File: src/rtl/snes_frame_sync_if.sv
// Signal bundle between the SNES-side frame sync controller and its environment.
// The slave modport is the controller's view; master is the driver/observer side.
interface snes_frame_sync_if #(
  parameter int CNT_W = 20
) ();
  logic             enable;
  logic [7:0]       ys_line;
  logic             snes_refresh;
  logic             hdmi_first_line_async;
  logic             pause_snes;
  logic [1:0]       sync_state;
  logic [CNT_W-1:0] wait_cycles;
  logic             wait_valid;
  logic [7:0]       timeout_count;
  logic             locked;

  modport master (
    output enable, ys_line, snes_refresh, hdmi_first_line_async,
    input  pause_snes, sync_state, wait_cycles, wait_valid, timeout_count, locked
  );

  modport slave (
    input  enable, ys_line, snes_refresh, hdmi_first_line_async,
    output pause_snes, sync_state, wait_cycles, wait_valid, timeout_count, locked
  );
endinterface

File: src/rtl/snes_frame_sync_ctrl.sv
// Once-per-frame SNES pause sequencer: holds the core for an even number of clk
// cycles until the HDMI first-line edge arrives, bounded by a timeout.
module snes_frame_sync_ctrl #(
  parameter int SYNC_LINE      = 2,
  parameter int REARM_LINE     = 200,
  parameter int TIMEOUT_CYCLES = 400000,
  parameter int CNT_W          = 20,
  parameter int LOCK_FRAMES    = 4
) (
  input  logic                 clk,
  input  logic                 resetn,
  snes_frame_sync_if.slave     bus
);

  typedef enum logic [1:0] {
    ST_IDLE   = 2'd0,
    ST_ARMED  = 2'd1,
    ST_PAUSED = 2'd2,
    ST_DONE   = 2'd3
  } state_t;

  localparam logic [CNT_W-1:0] TIMEOUT_LAST = CNT_W'(TIMEOUT_CYCLES - 1);
  localparam logic [7:0]       SYNC_Y       = 8'(SYNC_LINE);
  localparam logic [7:0]       REARM_Y      = 8'(REARM_LINE);
  localparam logic [7:0]       LOCK_TARGET  = 8'(LOCK_FRAMES);

  state_t           state_r, state_s;
  logic             sync1_r, sync2_r, sync3_r;
  logic             hs_pulse_s;
  logic             seen_r, seen_s;
  logic             parity_r, parity_s;
  logic [CNT_W-1:0] cnt_r, cnt_s, cnt_inc_s;
  logic             pause_r;
  logic [CNT_W-1:0] wait_cycles_r, wait_cycles_s;
  logic             wait_valid_r, wait_valid_s;
  logic [7:0]       timeout_count_r, timeout_count_s;
  logic             locked_r, locked_s;
  logic [7:0]       streak_r, streak_s, streak_inc_s;
  logic             sync_hit_s, tmo_hit_s, release_s;

  assign hs_pulse_s   = sync2_r & ~sync3_r;
  assign cnt_inc_s    = (&cnt_r) ? cnt_r : (cnt_r + CNT_W'(1));
  assign streak_inc_s = (streak_r >= LOCK_TARGET) ? streak_r : (streak_r + 8'd1);
  assign sync_hit_s   = seen_r | hs_pulse_s;
  assign tmo_hit_s    = (cnt_r == TIMEOUT_LAST);
  // Release is only allowed on odd counter values, so every pause is even-length.
  assign release_s    = (state_r == ST_PAUSED) && parity_r &&
                        (sync_hit_s || tmo_hit_s || !bus.enable);

  // Two-flop synchroniser for the clk_pixel level plus an edge-detect stage.
  always_ff @(posedge clk) begin
    if (!resetn) begin
      sync1_r <= 1'b0;
      sync2_r <= 1'b0;
      sync3_r <= 1'b0;
    end else begin
      sync1_r <= bus.hdmi_first_line_async;
      sync2_r <= sync1_r;
      sync3_r <= sync2_r;
    end
  end

  // Next-state, pause bookkeeping and lock/statistics update.
  always_comb begin
    state_s         = state_r;
    seen_s          = seen_r;
    parity_s        = parity_r;
    cnt_s           = cnt_r;
    wait_cycles_s   = wait_cycles_r;
    wait_valid_s    = 1'b0;
    timeout_count_s = timeout_count_r;
    locked_s        = locked_r;
    streak_s        = streak_r;

    case (state_r)
      ST_IDLE: begin
        if (bus.enable) begin
          state_s = ST_ARMED;
        end else begin
          locked_s = 1'b0;
          streak_s = 8'd0;
        end
      end
      ST_ARMED: begin
        if (!bus.enable) begin
          state_s  = ST_IDLE;
          locked_s = 1'b0;
          streak_s = 8'd0;
        end else if ((bus.ys_line == SYNC_Y) && bus.snes_refresh) begin
          state_s  = ST_PAUSED;
          cnt_s    = '0;
          parity_s = 1'b0;
          seen_s   = hs_pulse_s;
        end else begin
          state_s = ST_ARMED;
        end
      end
      ST_PAUSED: begin
        if (release_s) begin
          wait_cycles_s = cnt_inc_s;
          wait_valid_s  = 1'b1;
          state_s       = bus.enable ? ST_DONE : ST_IDLE;
          if (sync_hit_s) begin
            streak_s = streak_inc_s;
            if (streak_inc_s >= LOCK_TARGET) begin
              locked_s = 1'b1;
            end else begin
              locked_s = locked_r;
            end
          end else if (tmo_hit_s) begin
            timeout_count_s = (&timeout_count_r) ? timeout_count_r : (timeout_count_r + 8'd1);
            locked_s        = 1'b0;
            streak_s        = 8'd0;
          end else begin
            locked_s = 1'b0;
            streak_s = 8'd0;
          end
        end else begin
          parity_s = ~parity_r;
          cnt_s    = cnt_inc_s;
          seen_s   = sync_hit_s;
        end
      end
      ST_DONE: begin
        if (!bus.enable) begin
          state_s  = ST_IDLE;
          locked_s = 1'b0;
          streak_s = 8'd0;
        end else if (bus.ys_line == REARM_Y) begin
          state_s = ST_ARMED;
        end else begin
          state_s = ST_DONE;
        end
      end
      default: begin
        state_s = ST_IDLE;
      end
    endcase
  end

  // Controller state and registered outputs.
  always_ff @(posedge clk) begin
    if (!resetn) begin
      state_r         <= ST_IDLE;
      seen_r          <= 1'b0;
      parity_r        <= 1'b0;
      cnt_r           <= '0;
      pause_r         <= 1'b0;
      wait_cycles_r   <= '0;
      wait_valid_r    <= 1'b0;
      timeout_count_r <= 8'd0;
      locked_r        <= 1'b0;
      streak_r        <= 8'd0;
    end else begin
      state_r         <= state_s;
      seen_r          <= seen_s;
      parity_r        <= parity_s;
      cnt_r           <= cnt_s;
      pause_r         <= (state_s == ST_PAUSED);
      wait_cycles_r   <= wait_cycles_s;
      wait_valid_r    <= wait_valid_s;
      timeout_count_r <= timeout_count_s;
      locked_r        <= locked_s;
      streak_r        <= streak_s;
    end
  end

  assign bus.pause_snes    = pause_r;
  assign bus.sync_state    = state_r;
  assign bus.wait_cycles   = wait_cycles_r;
  assign bus.wait_valid    = wait_valid_r;
  assign bus.timeout_count = timeout_count_r;
  assign bus.locked        = locked_r;

endmodule

File: src/flat_wrapper.sv
// flat-port wrapper written by rule: the top's interface ports become plain ports
module snes_frame_sync_ctrl_flat 
#(
  parameter int SYNC_LINE      = 2,
  parameter int REARM_LINE     = 200,
  parameter int TIMEOUT_CYCLES = 400000,
  parameter int CNT_W          = 20,
  parameter int LOCK_FRAMES    = 4
)
  (clk, resetn, bus_enable, bus_ys_line, bus_snes_refresh, bus_hdmi_first_line_async, bus_pause_snes, bus_sync_state, bus_wait_cycles, bus_wait_valid, bus_timeout_count, bus_locked);
  snes_frame_sync_if #(.CNT_W(CNT_W)) bus_i ();
  input  logic clk;
  input  logic resetn;
  input wire logic [$bits(bus_i.enable)-1:0] bus_enable;
  input wire logic [$bits(bus_i.ys_line)-1:0] bus_ys_line;
  input wire logic [$bits(bus_i.snes_refresh)-1:0] bus_snes_refresh;
  input wire logic [$bits(bus_i.hdmi_first_line_async)-1:0] bus_hdmi_first_line_async;
  output wire logic [$bits(bus_i.pause_snes)-1:0] bus_pause_snes;
  output wire logic [$bits(bus_i.sync_state)-1:0] bus_sync_state;
  output wire logic [$bits(bus_i.wait_cycles)-1:0] bus_wait_cycles;
  output wire logic [$bits(bus_i.wait_valid)-1:0] bus_wait_valid;
  output wire logic [$bits(bus_i.timeout_count)-1:0] bus_timeout_count;
  output wire logic [$bits(bus_i.locked)-1:0] bus_locked;
  assign bus_i.enable = bus_enable;
  assign bus_i.ys_line = bus_ys_line;
  assign bus_i.snes_refresh = bus_snes_refresh;
  assign bus_i.hdmi_first_line_async = bus_hdmi_first_line_async;
  assign bus_pause_snes = bus_i.pause_snes;
  assign bus_sync_state = bus_i.sync_state;
  assign bus_wait_cycles = bus_i.wait_cycles;
  assign bus_wait_valid = bus_i.wait_valid;
  assign bus_timeout_count = bus_i.timeout_count;
  assign bus_locked = bus_i.locked;
  snes_frame_sync_ctrl #(.SYNC_LINE(SYNC_LINE), .REARM_LINE(REARM_LINE), .TIMEOUT_CYCLES(TIMEOUT_CYCLES), .CNT_W(CNT_W), .LOCK_FRAMES(LOCK_FRAMES)) u_core (.clk(clk), .resetn(resetn), .bus(bus_i));
endmodule
File: config.mk
export PLATFORM = sky130hd
export DESIGN_NAME = snes_frame_sync_ctrl_flat
export DESIGN_NICKNAME = d
export VERILOG_FILES = /design/src/rtl/snes_frame_sync_if.sv /design/src/rtl/snes_frame_sync_ctrl.sv /design/src/flat_wrapper.sv
export SDC_FILE = /design/constraint.sdc
export NUM_CORES = 1
export LEC_CHECK = 0
export CAP_MARGIN = 10
export CORE_UTILIZATION = 59
export CTS_BUF_LIST = sky130_fd_sc_hd__clkbuf_8 sky130_fd_sc_hd__clkbuf_16
export CTS_CLUSTER_SIZE = 30
export DETAILED_ROUTE_END_ITERATION = 7
export PLACE_DENSITY = 0.95
export SYNTH_ARGS = -nofsm -noshare
export SYNTH_HDL_FRONTEND = slang
export SYNTH_SLANG_ARGS = --single-unit
export TNS_END_PERCENT = 100
File: constraint.sdc
create_clock -name clk -period 5.75 [get_ports clk]
set_clock_uncertainty 0.2 [all_clocks]
set_input_delay 1.15 -clock clk [delete_from_list [all_inputs] [get_ports clk]]
set_output_delay 1.15 -clock clk [all_outputs]
set_load 0.01 [all_outputs]
# Word-level counts from Yosys, hierarchy flattened
# Cells that the tools add are included.
[classes] addsub=3 n_lt_le_gt_ge=2 eq_ne=13 muxes=32 n_bitwise=6 reduce_logical=17
[op_table] operator="$mux W20" n=4
[op_table] operator="$pmux W20 S2" n=1
[op_table] operator="$mux W8" n=4
[op_table] operator="$add A20 B1 Y20 const B" n=1
[op_table] operator="$eq A20 B19 Y1 const B" n=1
[op_table] operator="$reduce_and A20 Y1" n=1
[op_table] operator="$add A8 B1 Y8 const B" n=2
[op_table] operator="$ge A8 B3 Y1 const B" n=2
[op_table] operator="$pmux W8 S2" n=1
[op_table] operator="$mux W2" n=7
[op_table] operator="$mux W1" n=11
[op_table] operator="$eq A8 B2 Y1 const B" n=1
[op_table] operator="$eq A8 B8 Y1 const B" n=1
[op_table] operator="$pmux W2 S4" n=1
[op_table] operator="$reduce_and A8 Y1" n=1
[op_table] operator="$eq A2 B2 Y1 const B" n=3
[op_table] operator="$ne A2 B2 Y1 const B" n=3
[op_table] operator="$pmux W1 S2" n=3
[op_table] operator="$reduce_and A2 Y1" n=3
[op_table] operator="$reduce_and A5 Y1" n=1
[op_table] operator="$ne A2 B1 Y1 const B" n=2
[op_table] operator="$not A1 Y1" n=4
[op_table] operator="$reduce_and A4 Y1" n=1
[op_table] operator="$logic_and A1 B1 Y1" n=3
[op_table] operator="10 further kinds" n=11
[word_totals] regBits=66 inputBits=13 word_cells=86

# Longest topological paths before layout
[depth] ltp_word=9 ltp_mapped=8 ltp_nobuf=6

# Worst setup path after synthesis
# No wires, ideal clock.
[synth_path] path_type="in2reg" start="input port bus_ys_line[7]" end="register u_core.parity_r" setup_ns=0.128 arrival_ns=2.514 path_slack_ns=2.909 stages=6 n_path_buf=1 cell_sequence="or4bb_1 nor4_2 nand2_1 buf_2 a31oi_1 nor2_1"
[synth_between] elab_chain_len=4
[synth_rtl] item="from (decl)" line_no="flat_wrapper.sv:15" rtl="input wire logic [$bits(bus_i.ys_line)-1:0] bus_ys_line;"
[synth_rtl] item="$eq A8 B2 Y1" line_no="snes_frame_sync_ctrl.sv:89" rtl="end else if ((bus.ys_line == SYNC_Y) && bus.snes_refresh) begin"
[synth_rtl] item="$logic_and A1 B1 Y1" line_no="snes_frame_sync_ctrl.sv:89"
[synth_rtl] item="$ne A2 B1 Y1 (no source line)"
[synth_rtl] item="$reduce_and A4 Y1 (no source line)"
[synth_rtl] item="to (signal assigned)" line_no="snes_frame_sync_ctrl.sv:157" rtl="parity_r <= parity_s;"
[synth_rtl] item="to (decl)" line_no="snes_frame_sync_ctrl.sv:31" rtl="logic parity_r, parity_s;"
# No other way between the ends.
# A chain may end at the register's enable or synchronous reset.

# Worst setup path in the final report
[layout_path] start="input port bus_enable" end="register u_core.cnt_r[12]"
[layout_between] elab_chain_len=5 word_cells_on_any_way=6 cone_classes="2 x eq/ne; 4 x reduce/logical"
[layout_rtl] item="from (decl)" line_no="flat_wrapper.sv:14" rtl="input wire logic [$bits(bus_i.enable)-1:0] bus_enable;"
[layout_rtl] item="$logic_not A1 Y1" line_no="snes_frame_sync_ctrl.sv:48" rtl="(sync_hit_s || tmo_hit_s || !bus.enable);"
[layout_rtl] item="$logic_or A1 B1 Y1" line_no="snes_frame_sync_ctrl.sv:48"
[layout_rtl] item="$logic_and A1 B1 Y1" line_no="snes_frame_sync_ctrl.sv:47" rtl="assign release_s = (state_r == ST_PAUSED) && parity_r &&"
[layout_rtl] item="$ne A2 B2 Y1 (no source line)"
[layout_rtl] item="$reduce_and A4 Y1 (no source line) *"
[layout_rtl] item="to (signal assigned)" line_no="snes_frame_sync_ctrl.sv:158" rtl="cnt_r <= cnt_s;"
[layout_rtl] item="to (decl)" line_no="snes_frame_sync_ctrl.sv:32" rtl="logic [CNT_W-1:0] cnt_r, cnt_s, cnt_inc_s;"
# Mark *: on every way between the ends. The rest lies on a longest branch, timed or not.

==> impl_metrics.json <==
{
  "critical_path_buf_inv_count": 2,
  "crit_path_end_kind": "flop",
  "cp_max_fo": 26,
  "io_pins": 46,
  "cts_buffers": 9,
  "vias_per_cell": 6.62,
  "cpPeakStageDelay_ns": 0.72,
  "power_switching_mw": 0.194,
  "crit_slowest_cell": "clkdlybuf4s50_1",
  "grt_usage_pct": 31.3,
  "grt_pass1_vias": 3171,
  "gp_congestion": 0.942,
  "synth_compound_area_share_pct": 24.5,
  "post_cts_buffers": 0,
  "rows": 27,
  "worst_slew_pin_slew_ns": 1.16,
  "die_w_um": 78.8,
  "tritoncts": "done",
  "dr.pass1.iters": 5,
  "hold_ws_ns": 0.237,
  "intPower_mw": 0.712,
  "fmax_mhz": 291,
  "cts_buffer_depth": 2,
  "layout_common_cells": "66 x dfxtp_1, 45 x clkdlybuf4s50_1, 42 x a21oi_1",
  "synth_nets": 418,
  "synth_simple_gate_area_share_pct": 26.4,
  "grt_pass1_wl_mm": 15.0,
  "routed_wl_mm": 9.25,
  "async_reset_ff_share_pct": 0,
  "grt-ovfl-total": 0,
  "start_kind": "input pin",
  "drive_above_1_share_pct": 8.94,
  "muxShareOfSynthArea_pct": 1.73,
  "cellLeakagePower_nw": 1.42,
  "p_seq_share_pct": 50.7,
  "synth_cells": 401,
  "rsz0062_at_grt": "no",
  "drtIter0Drc": 240,
  "synthAdderAreaFrac_pct": 1.44,
  "synth_edf_count": 0,
  "vias": 3365,
  "clk-insertion-delay-late_ns": 0.35,
  "start_util_pct": 62.0,
  "yosys.area_share.xor_xnor_pct": 2.77,
  "drv_slew": 0,
  "die_area_mm2": 0.00620,
  "htreeDepth": 3,
  "finalSetupViolCount": 0,
  "seq_area_frac_synth_pct": 38.0,
  "syn-cell-area_mm2": 0.00348,
  "p_sw_share_pct": 21.4,
  "combPwrFrac_pct": 3.4,
  "slew_headroom_pct": 22.9,
  "syn_avg_cell_area_um2": 8.67,
  "fin_nets": 448,
  "outcome": "finished, final reports clean",
  "num_antenna_cells": 0,
  "setup-tns-final_ns": 0,
  "powerDensity_mw_per_mm2": 221,
  "synth_flop_cell": "dfxtp_1",
  "crit_arrival_ns": 3.49,
  "ant_nets": 0,
  "fp.coreArea_mm2": 0.00561,
  "yosysUniqueCellTypes": 62,
  "ir_worst_vdd_v": 0.000157,
  "wire_per_inst_um": 18.2,
  "clkPwrFrac_pct": 45.8,
  "cts_num_sinks": 66,
  "hold_path_class": "reg2reg",
  "critPathTopFamily": "compound AO/OA/AOI/OAI gates",
  "period_share_pct": 59.8,
  "ctsHoldBuffers": 0,
  "ys_ff_latch": 66,
  "drv_cap": 0,
  "clkTransAtPathRegs_ns": 0.07,
  "cts-root-buf": "clkbuf_8",
  "synth_top_family_by_area": "simple AND/OR/NAND/NOR gates",
  "antenna_found_initial": 0,
  "ctsResizeCount": 0,
  "die_y_um": 78.8,
  "area_delta_synth_final_pct": 17.8,
  "finalCriticalPeriod_ns": 3.44,
  "drcViolationCount": 0,
  "grt_max_degree": 37,
  "worstPathCellList": "clkdlybuf4s50_1, inv_1, o31ai_1, o311a_2, o21ai_0, a311oi_1",
  "portBuffers": 45,
  "required_ns": 5.80,
  "criticalPathCategory": "in2reg",
  "final-hold-violation-count": 0,
  "hpwl_mm": 6.31,
  "mostFrequentLayoutCell": "dfxtp_1",
  "yosysWarningCount": 0
}
## cell usage after synthesis, drive strengths merged (5+ instances only)
cell	count	area, µm²
o22ai	7	43.8
nand2	35	146
and2	12	75.1
nand3	25	125
nor2	12	47.6
a211oi	5	42.5
nand2b	7	43.8
o211ai	5	37.5
clkbuf	11	43.8
a311oi	10	87.6
xor2	5	43.8
a31oi	5	31.3
xnor2	6	52.6
inv	5	18.8
buf	18	111
o31ai	15	113
mux2i	6	60.1
nor3	13	75.1
nand4	10	77.6
o21ai	20	100
a21oi	42	210
dfxtp	66	1320
and3	12	75.1
## path summary, 6_finish.rpt
check,from,end,slack (ns),cells after the start
setup / recovery,bus_enable,u_core.cnt_r[12],2.31,6
hold / removal,u_core.sync1_r,u_core.sync2_r,0.24,1
setup reg to reg,u_core.cnt_r[0],u_core.bus.wait_cycles[2],2.69,6
hold reg to reg,u_core.sync1_r,u_core.sync2_r,0.24,1
## state kept, by name, indices dropped and copies added, names as in the netlist, 2 cells and up
signal and cells:
u_core.bus.sync_state 2, u_core.streak_r 8, u_core.cnt_r 20, u_core.bus.wait_cycles 20, u_core.bus.timeout_count 8
## per-layer routing
metal  part of all wire, %  vias to the layer above  GRT usage, %
met3                   7.8                       25          7.82
met2                    48                      176          51.4
met1                    42                     1591          38.2
met4                   2.8                        0          15.2
met5                     0                        -             0
li1                      -                     1573             -
## final cells by class
class,count,area [µm²]
Tap cell,72,90.1
Clock inverter,7,86.3
Multi-Input combinational cell,300,1980
Timing Repair Buffer,48,473
Fill cell,424,1510
Sequential cell,66,1320
Inverter,6,22.5
Clock buffer,9,124
## power groups by stage
| stage | clock network [mW] | logic [mW] | registers (mW) |
|---|---|---|---|
| 2_1_floorplan | 0 | 0.0163 | 0.470 |
| 3_3_place_gp | 0 | 0.0292 | 0.470 |
| 3_5_place_dp | 0 | 0.0305 | 0.470 |
| 4_1_cts | 0.418 | 0.0305 | 0.460 |
| 5_1_grt | 0.439 | 0.0333 | 0.460 |
| 6_report | 0.415 | 0.0310 | 0.460 |
## kinds of logic after synthesis
logic type               after synthesis
flip-flops                            66
adder cells (fa/ha/maj)                4
AO/OA/AOI/OAI                        127
XOR/XNOR                              11
AND/OR/NAND/NOR                      152
buffers and inverters                 35
multiplexers                           6
## metrics by stage
stage | instance area [µm²] | total power [mW] | setup WS [ns] | util [%] | instances
6_report | 4100 | 0.906 | 2.31 | 73.0 | 508
5_1_grt | 4100 | 0.933 | 2.18 | 73.0 | 508
4_1_cts | 4100 | 0.908 | 2.36 | 73.0 | 508
3_5_place_dp | 3880 | 0.500 | 2.01 | 69.3 | 492
3_3_place_gp | 3880 | 0.499 | 2.12 | 69.3 | 492
2_1_floorplan | 3480 | 0.486 | 2.91 | - | 401
(Power assumes the default switching activity.)
